`src/rtl/hazard_ctrl.sv`:
```
// hazard_ctrl: pipeline hazard controller.
// It detects load-use hazards, branch flushes and data-memory waits, drives the
// pipeline register enables and keeps saturating event counters.
// It also sets a sticky error flag when a memory wait runs too long.
module hazard_ctrl #(
    parameter int CNT_W      = 16,
    parameter int WAIT_LIMIT = 255
) (
    input  logic             clk,
    input  logic             reset,
    input  logic             memread_ID_EX,
    input  logic [4:0]       rd_ID_EX,
    input  logic [4:0]       rs1_IF_ID,
    input  logic [4:0]       rs2_IF_ID,
    input  logic             uses_rs1,
    input  logic             uses_rs2,
    input  logic             branch_taken_EX,
    input  logic             mem_busy,
    output logic             pc_write,
    output logic             if_id_write,
    output logic             id_ex_hold,
    output logic             id_ex_bubble,
    output logic             if_id_flush,
    output logic [CNT_W-1:0] stall_cnt,
    output logic [CNT_W-1:0] flush_cnt,
    output logic [CNT_W-1:0] wait_cnt,
    output logic             wait_err
);

    // The run-length counter must be able to hold WAIT_LIMIT+1.
    localparam int RL_W = $clog2(WAIT_LIMIT + 2);
    localparam logic [RL_W-1:0]  RL_MAX   = RL_W'(WAIT_LIMIT + 1);
    localparam logic [RL_W-1:0]  RL_LIMIT = RL_W'(WAIT_LIMIT);
    localparam logic [CNT_W-1:0] CNT_MAX  = '1;

    typedef enum logic {
        ST_RUN  = 1'b0,
        ST_WAIT = 1'b1
    } state_t;

    state_t          state_reg;
    state_t          state_next;
    logic            lu;
    logic            do_stall;
    logic            do_flush;
    logic            enter_wait;
    logic [2:0]      cnt_inc;
    logic [CNT_W-1:0] cnt_reg [3];
    logic [RL_W-1:0] run_len_reg;
    logic [RL_W-1:0] run_len_next;
    logic            wait_err_reg;

    // Load-use hazard: a load in EX writes a register that the instruction in ID reads.
    // Register x0 never creates a dependency.
    assign lu = memread_ID_EX && (rd_ID_EX != 5'd0) &&
                ((uses_rs1 && (rs1_IF_ID == rd_ID_EX)) ||
                 (uses_rs2 && (rs2_IF_ID == rd_ID_EX)));

    // State register. An asynchronous reset always returns the FSM to RUN.
    always_ff @(posedge clk or negedge reset) begin
        if (!reset) begin
            state_reg <= ST_RUN;
        end else begin
            state_reg <= state_next;
        end
    end

    // Next state and pipeline controls.
    // Priority is mem_busy, then branch, then load-use.
    always_comb begin
        state_next   = state_reg;
        pc_write     = 1'b1;
        if_id_write  = 1'b1;
        id_ex_hold   = 1'b0;
        id_ex_bubble = 1'b0;
        if_id_flush  = 1'b0;
        do_stall     = 1'b0;
        do_flush     = 1'b0;
        enter_wait   = 1'b0;

        case (state_reg)
            ST_RUN:  if (mem_busy)  state_next = ST_WAIT;
            ST_WAIT: if (!mem_busy) state_next = ST_RUN;
            default: state_next = ST_RUN;
        endcase
        enter_wait = (state_reg == ST_RUN) && mem_busy;

        if (!reset) begin
            // While reset is held, keep the pipeline quiet and bubble ID/EX.
            pc_write     = 1'b0;
            if_id_write  = 1'b0;
            id_ex_bubble = 1'b1;
        end else if (mem_busy) begin
            // Freeze the whole pipeline.
            pc_write     = 1'b0;
            if_id_write  = 1'b0;
            id_ex_hold   = 1'b1;
        end else if (branch_taken_EX) begin
            // Squash the wrong-path instructions in IF/ID and ID/EX.
            if_id_flush  = 1'b1;
            id_ex_bubble = 1'b1;
            do_flush     = 1'b1;
        end else if (lu) begin
            // Hold IF and ID for one cycle and insert a bubble into EX.
            pc_write     = 1'b0;
            if_id_write  = 1'b0;
            id_ex_bubble = 1'b1;
            do_stall     = 1'b1;
        end
    end

    // Index 0 is stalls, index 1 is flushes, index 2 is wait episodes.
    assign cnt_inc = {enter_wait, do_flush, do_stall};

    generate
        for (genvar gi = 0; gi < 3; gi++) begin : g_cnt
            // Saturating event counter. It stops at its maximum value and never wraps.
            always_ff @(posedge clk or negedge reset) begin
                if (!reset) begin
                    cnt_reg[gi] <= '0;
                end else if (cnt_inc[gi] && (cnt_reg[gi] != CNT_MAX)) begin
                    cnt_reg[gi] <= cnt_reg[gi] + 1'b1;
                end
            end
        end
    endgenerate

    assign stall_cnt = cnt_reg[0];
    assign flush_cnt = cnt_reg[1];
    assign wait_cnt  = cnt_reg[2];

    // Length of the current WAIT episode.
    // It counts clocks spent in WAIT, stops at WAIT_LIMIT+1, and is zero in RUN.
    always_comb begin
        run_len_next = '0;
        if (state_reg == ST_WAIT) begin
            run_len_next = (run_len_reg == RL_MAX) ? run_len_reg : run_len_reg + 1'b1;
        end
    end

    // Run-length register and sticky timeout flag. Only reset clears the flag.
    always_ff @(posedge clk or negedge reset) begin
        if (!reset) begin
            run_len_reg  <= '0;
            wait_err_reg <= 1'b0;
        end else begin
            run_len_reg  <= run_len_next;
            wait_err_reg <= wait_err_reg || (run_len_next > RL_LIMIT);
        end
    end

    assign wait_err = wait_err_reg;

endmodule

```
`config.mk`:
```
export PLATFORM = sky130hd
export DESIGN_NAME = hazard_ctrl
export DESIGN_NICKNAME = d
export VERILOG_FILES = /design/src/rtl/hazard_ctrl.sv
export SDC_FILE = /design/constraint.sdc
export NUM_CORES = 1
export LEC_CHECK = 0
export CAP_MARGIN = 20
export CORE_UTILIZATION = 49
export CTS_CLUSTER_SIZE = 14
export DETAILED_ROUTE_END_ITERATION = 10
export GPL_TIMING_DRIVEN = 0
export PLACE_DENSITY_LB_ADDON = 0.25
export SETUP_SLACK_MARGIN = 0.3
export SYNTH_ARGS = -nofsm -noshare
export SYNTH_HDL_FRONTEND = slang
export SYNTH_SLANG_ARGS = --single-unit
```
`constraint.sdc`:
```
create_clock -name clk -period 2.3 [get_ports clk]
set_clock_uncertainty 0.05 [all_clocks]
set_input_delay 0.345 -clock clk [delete_from_list [all_inputs] [get_ports clk]]
set_output_delay 0.345 -clock clk [all_outputs]
set_load 0.005 [all_outputs]
```
==> metrics.csv, run 1 <==
stage,metric,value,unit
place,dpl.hpwl,4.526,mm
pwr,power_density,639.2,nW/um2
synthesis,yosys-top-cells-area,"dfrtp_1, xnor2_1, nand4_1, nand3_2, nand2_1",
drt,drc,0,
grt,grt_pass1_vias,2420,
cts,cts_num_sinks,59,
grt,antenna_found_initial,0,
cts,cts_tree,done,
cts,worstSkewPairLatency,0.34,ns
finish,antenna-diode-count,0,
drt,routed_via_density,5.411,
sta,slew_headroom,0.5377,
synthesis,syn_nets,299,
sta,clock.fmax,510.8,MHz
drt,antenna_left,0,
setup_path,required,1.90,ns
place,gp_congestion,0.7663,
grt,grt_pass1_wl,11.85,mm
drt,first_pass_iters,4,
floorplan,initial_core_util,0.5101,
grt,overflow,0,
hold_path,holdCritPathClass,in -> async,
drt,route.vias.total,2435,
sta,rsz0062_at_grt,false,
sta,setup_viol,0,
synthesis,syn_area_per_cell,11.10,um2
cts,clockRootBuffer,clkbuf_8,
floorplan,num_io_pins,76,
sta,worstMarginPinSlew,0.6912,ns
grt,grt_usage,0.2454,
synthesis,syn_inst,272,
synthesis,ys_warn_count,0,
floorplan,rows,28,
synthesis,synth_cell_type_count,40,
synthesis,synth.top_cell.area_share,0.4888,
sta,drv_slew,0,
run_status,status,"finished, final reports clean",
drt,routed_wl,7.048,mm
sta,finalSetupTns,0,ns
sta,hold_violations,0,
floorplan,die_x,80.51,um
cts,numCtsBuffers,9,
cts,clk_pin_slew,0.07,ns
pwr,vdd_drop_max,0.5967,mV
finish,stdcell_area,4238,um2
setup_path,r2r_cells,6,
setup_path,cp-start-kind,primary input,
synthesis,seq_area_frac_synth,0.4888,
place,io_buffers,75,
setup_path,crit_fanout,3,
cts,cts.htree.levels,3,
synthesis,syn_area,3020,um2
sta,period_needed,1.958,ns
pwr,leakage,1.808,nW
setup_path,r2r_start,stall_cnt[0],
flow_run,drv_cap,0,
finish,fill_cells,451,
floorplan,die_area,6482,um2
finish,area.growth.synth_to_final,40.31,%
finish,fin_nets,397,
finish,layout_common_cells,"dfrtp_1, clkdlybuf4s50_1, xnor2_1",
setup_path,end_kind,primary output,
drt,dr.first_iter.drc_count,137,
cts,ctsLongestPathBuffers,2,
floorplan,core,5921,um2
setup_path,worstPathArrival,1.56,ns
finish,final_common_cell,dfrtp_1,
drt,wl_per_cell,15.66,um
synthesis,synth_top_area_cell,dfrtp_1,
setup_path,crit_type,in -> out,
setup_path,crit_start,rd_ID_EX[2],
place,postPlaceCellArea,3880,um2
finish,drive_above_1_share,0.1973,
grt,grt_max_degree,26,
sta,period_share,0.8512,
synthesis,synth_seq_cells,59,
floorplan,fp.dieH,80.51,um
## report_power, final
group          total, W  switching [W]  internal (W)
logic          0.000501       0.000184      0.000318
registers       0.00127       0.000133       0.00113
clock network  0.000940       0.000416      0.000524
## layer usage
layer | track usage | wire, um | vias up
met1 | 0.3148 | 3034 | 1215
met4 | 0.1071 | 119 | 0
met5 | 0 | 0 | -
met3 | 0.07045 | 348 | 10
li1 | - | - | 1148
met2 | 0.3839 | 3545 | 62
## worst paths after layout
kind / endpoint / slack (ns)
min in group clk: state_reg / 0.33
setup / recovery: pc_write / 0.34
setup reg to reg: stall_cnt[1] / 0.42
hold / removal: flush_cnt[2] / 0.04
hold reg to reg: wait_err / 0.43
max in group asynchronous: stall_cnt[4] / 1.03
## Yosys cell counts (all sizes together)
| cell type | n |
|---|---|
| and4 | 5 |
| a31oi | 1 |
| and3 | 10 |
| nand2 | 21 |
| xor2 | 9 |
| buf | 3 |
| a311oi | 1 |
| o22ai | 1 |
| or2 | 2 |
| ha | 5 |
| o21ai | 4 |
| mux2 | 3 |
| xnor2 | 52 |
| nor4 | 3 |
| or3 | 2 |
| clkinv | 1 |
| nand2b | 3 |
| nor3 | 4 |
| nand3b | 3 |
| or4 | 1 |
| nand4 | 21 |
| a211oi | 1 |
| nor2 | 15 |
| inv | 8 |
| a21oi | 5 |
| nand3 | 24 |
| o21a | 1 |
| nor3b | 1 |
| and2 | 3 |
| dfrtp | 59 |
## logic make-up (layout without fill, tap and decap cells)
family          count (synthesis)  in the layout  share of synthesized area
xor+xnor                       61             61                     0.1769
simple gates                  118            118                     0.2411
buf+inv                        12            115                    0.01988
fa+ha+maj                       5              5                    0.02071
mux                             3              3                    0.01118
compound gates                 14             14                    0.04143
flops                          59             59                     0.4888
## metrics by stage
step	hold WS (ns)	power, W	util	setup WS (ns)	std cells
after floorplan	-0.0005911	0.001455	-	0.4000	272
after detailed placement	0.3336	0.001761	0.6553	-0.6970	423
after global routing	0.03421	0.002846	0.7158	0.2717	450
after CTS	0.02957	0.002724	0.7075	0.3100	447
final	0.04416	0.002709	0.7158	0.3423	450
after global placement	0.4044	0.001747	0.6528	-2.262	422
## critical path: stages
cell and delay (ns):
buf_2 0.13, or4_4 0.53, o21ai_4 0.15, inv_2 0.07
a31oi_4 0.15, buf_6 0.11, buf_6 0.08
## repair_timing
| item | in CTS | in global routing |
|---|---|---|
| hold endpoints to repair | 25 | 0 |
| gates resized for setup | 54 | 22 |
| pin swaps | 17 | 14 |
| buffers inserted | 4 | 1 |
| endpoints found under the setup margin | 21 | 18 |
| gates cloned | 1 | 1 |
| hold buffers | 3 | 0 |
## area by class of cell
| cell class | count | area [um2] | share of cell area |
|---|---|---|---|
| inverter | 9 | 33.78 | 0.007972 |
| clock buffer | 11 | 141.4 | 0.03336 |
| timing repair buffer | 87 | 858.3 | 0.2025 |
| buffer | 3 | 37.54 | 0.008857 |
| multi-input combinational | 201 | 1544 | 0.3643 |
| tap | 75 | 93.84 | 0.02214 |
| clock inverter | 5 | 52.55 | 0.01240 |
| sequential | 59 | 1476 | 0.3484 |
Note: power is estimated with default switching activity, not from simulation.
==> run 2: changes to the inputs <==
--- a/config.mk
+++ b/config.mk
@@ -7,6 +7,7 @@
 export LEC_CHECK = 0
 export CAP_MARGIN = 20
 export CORE_UTILIZATION = 49
+export CTS_BUF_LIST = sky130_fd_sc_hd__clkbuf_16
 export CTS_CLUSTER_SIZE = 14
 export DETAILED_ROUTE_END_ITERATION = 10
 export GPL_TIMING_DRIVEN = 0
==> run 2 against run 1 <==
Net effect:
- count of clock-buffer cells in the layout shrank 2
- die area is the same
- cell count grew 0.22%
- worst hold slack lost 0.040 ns
- sequential share of layout area shrank 0.79 points
- register-to-register slack lost 0.05 ns
- first-iteration DRC count grew 2.2%
- critical path type unchanged
- critical endpoint unchanged
- largest power group is now clock
==> metrics.csv, run 2 (same netlist as run 1, synthesis figures left out) <==
stage,metric,value,unit
pwr,power_density,707.4,nW/um2
sta,setup_ws,0.3219,ns
place,pre_cts_ws,-0.6970,ns
finish,seq_area,1476,um2
sta,period_needed,1.978,ns
place,gp_congestion,0.7663,
setup_path,r2r_cells,7,
grt,grt_max_degree,26,
floorplan,core,5921,um2
finish,antenna-diode-count,0,
cts,cts.htree.levels,3,
drt,dr_wl_met3,296,um
finish,final_common_cell,dfrtp_1,
sta,setup_viol,0,
place,dpl.hpwl,4.526,mm
setup_path,required,1.90,ns
finish,fin_util,0.7325,
finish,fill_cells,429,
drt,route.vias.total,2438,
drt,first_pass_iters,4,
place,place_inst,423,
cts,worstSkewPairLatency,0.33,ns
pwr,leakage,1.865,nW
cts,numCtsBuffers,9,
finish,stdcell_area,4337,um2
cts,clockRootBuffer,clkbuf_16,
setup_path,crit_type,in -> out,
drt,routed_wl,7.115,mm
floorplan,die_x,80.51,um
finish,area.growth.synth_to_final,43.58,%
grt,overflow,0,
floorplan,initial_core_util,0.5101,
finish,layout_common_cells,"dfrtp_1, clkdlybuf4s50_1, xnor2_1",
sta,drv_slew,0,
sta,period_share,0.8601,
floorplan,fp.dieH,80.51,um
sta,hold_violations,0,
sta,rsz0062_at_grt,true,
flow_run,drv_cap,0,
setup_path,r2r_slack,0.37,ns
drt,m1WireLength,3.156,mm
setup_path,cp-start-kind,primary input,
sta,slew_headroom,0.5240,
setup_path,r2r-end,stall_cnt[1],
drt,drc,0,
grt,antenna_found_initial,0,
grt,grt_pass1_wl,11.83,mm
finish,multiInputGateArea,1541,um2
finish,drive_above_1_share,0.1968,
cts,cts_tree,done,
cts,cts_num_sinks,59,
finish,stdcell_count,451,
floorplan,rows,28,
sta,worstMarginPinSlew,0.7116,ns
drt,top_layer,met4,
setup_path,crit_fanout,3,
drt,antenna_left,0,
drt,met2WireLength,3.457,mm
drt,wl_per_cell,15.78,um
place,io_buffers,75,
place,postPlaceCellArea,3880,um2
cts,ctsLongestPathBuffers,2,
pwr,vdd_drop_max,0.6445,mV
setup_path,r2r_start,stall_cnt[0],
run_status,status,"finished, final reports clean",
drt,dr.first_iter.drc_count,140,
setup_path,end_kind,primary output,
setup_path,worstPathArrival,1.58,ns
drt,routed_via_density,5.406,
floorplan,num_io_pins,76,
grt,grt_pass1_vias,2414,
finish,fin_nets,398,
sta,clock.fmax,505.5,MHz
grt,grt_usage,0.2448,
cts,clk_pin_slew,0.05,ns
floorplan,die_area,6482,um2
hold_path,holdCritPathClass,in -> async,
run 2: cell types whose count changed in the layout (fill, tap and decap cells not counted):
cell / previous run / this run
ha_2: 1 / 0
clkbuf_8: 10 / 0
clkbuf_1: 1 / 0
buf_8: 2 / 1
clkbuf_16: 0 / 9
buf_12: 1 / 2
clkinv_1: 1 / 2
buf_4: 5 / 7
ha_1: 4 / 5
inv_1: 7 / 8
dlygate4sd3_1: 2 / 1
run 2: layer usage:
metal	up-vias	global-route usage
met5	-	0
met4	0	0.1214
met3	19	0.04886
met2	63	0.3864
met1	1200	0.3187
li1	1156	-
run 2: what timing repair did:
| action | CTS | global route |
|---|---|---|
| endpoints found under the setup margin | 22 | 21 |
| hold endpoints to repair | 25 | 0 |
| gates resized for setup | 54 | 21 |
| hold buffers | 3 | 0 |
| cloned | 1 | 1 |
| buffers inserted | 4 | 3 |
| pin swaps | 17 | 15 |
run 2: worst max-delay path, stage by stage:
cell	delay, ns
buf_2	0.12
or4_4	0.52
o21ai_4	0.16
inv_2	0.07
a31oi_4	0.16
buf_6	0.12
buf_6	0.08
run 2: per-stage QoR:
stage	total power, W	hold slack [ns]	TNS, ns
finish	0.003068	0.004126	0
global route	0.003189	0.01790	0
CTS	0.003074	0.008797	0
detailed placement	0.001761	0.3336	-4.114
global placement	0.001747	0.4044	-140.65
floorplan	0.001455	-0.0005911	0
run 2: report_power, final:
group,switching (W),total (W),leakage [nW],internal [W]
combinational,0.000186,0.000505,0.919,0.000319
clock,0.000471,0.00129,0.144,0.000823
sequential,0.000133,0.00127,0.802,0.00114
run 2: layout make-up:
type	count	area share
clock inverters	7	0.01385
clock buffers	9	0.05193
multi-input cells	201	0.3555
repair buffers	88	0.2002
inverters	9	0.007790
plain buffers	3	0.008656
flip-flops and latches	59	0.3405
well taps	75	0.02164
run 2: worst max path at each step:
stage / start / end / slack, ns / cells after the start
floorplan: rd_ID_EX[1] / pc_write / 0.40 / 5
global placement: reset / pc_write / -2.26 / 5
detailed placement: rd_ID_EX[0] / id_ex_bubble / -0.70 / 8
CTS: rs1_IF_ID[2] / pc_write / 0.31 / 8
global route: rd_ID_EX[2] / id_ex_bubble / 0.28 / 7
finish: rd_ID_EX[2] / pc_write / 0.32 / 7
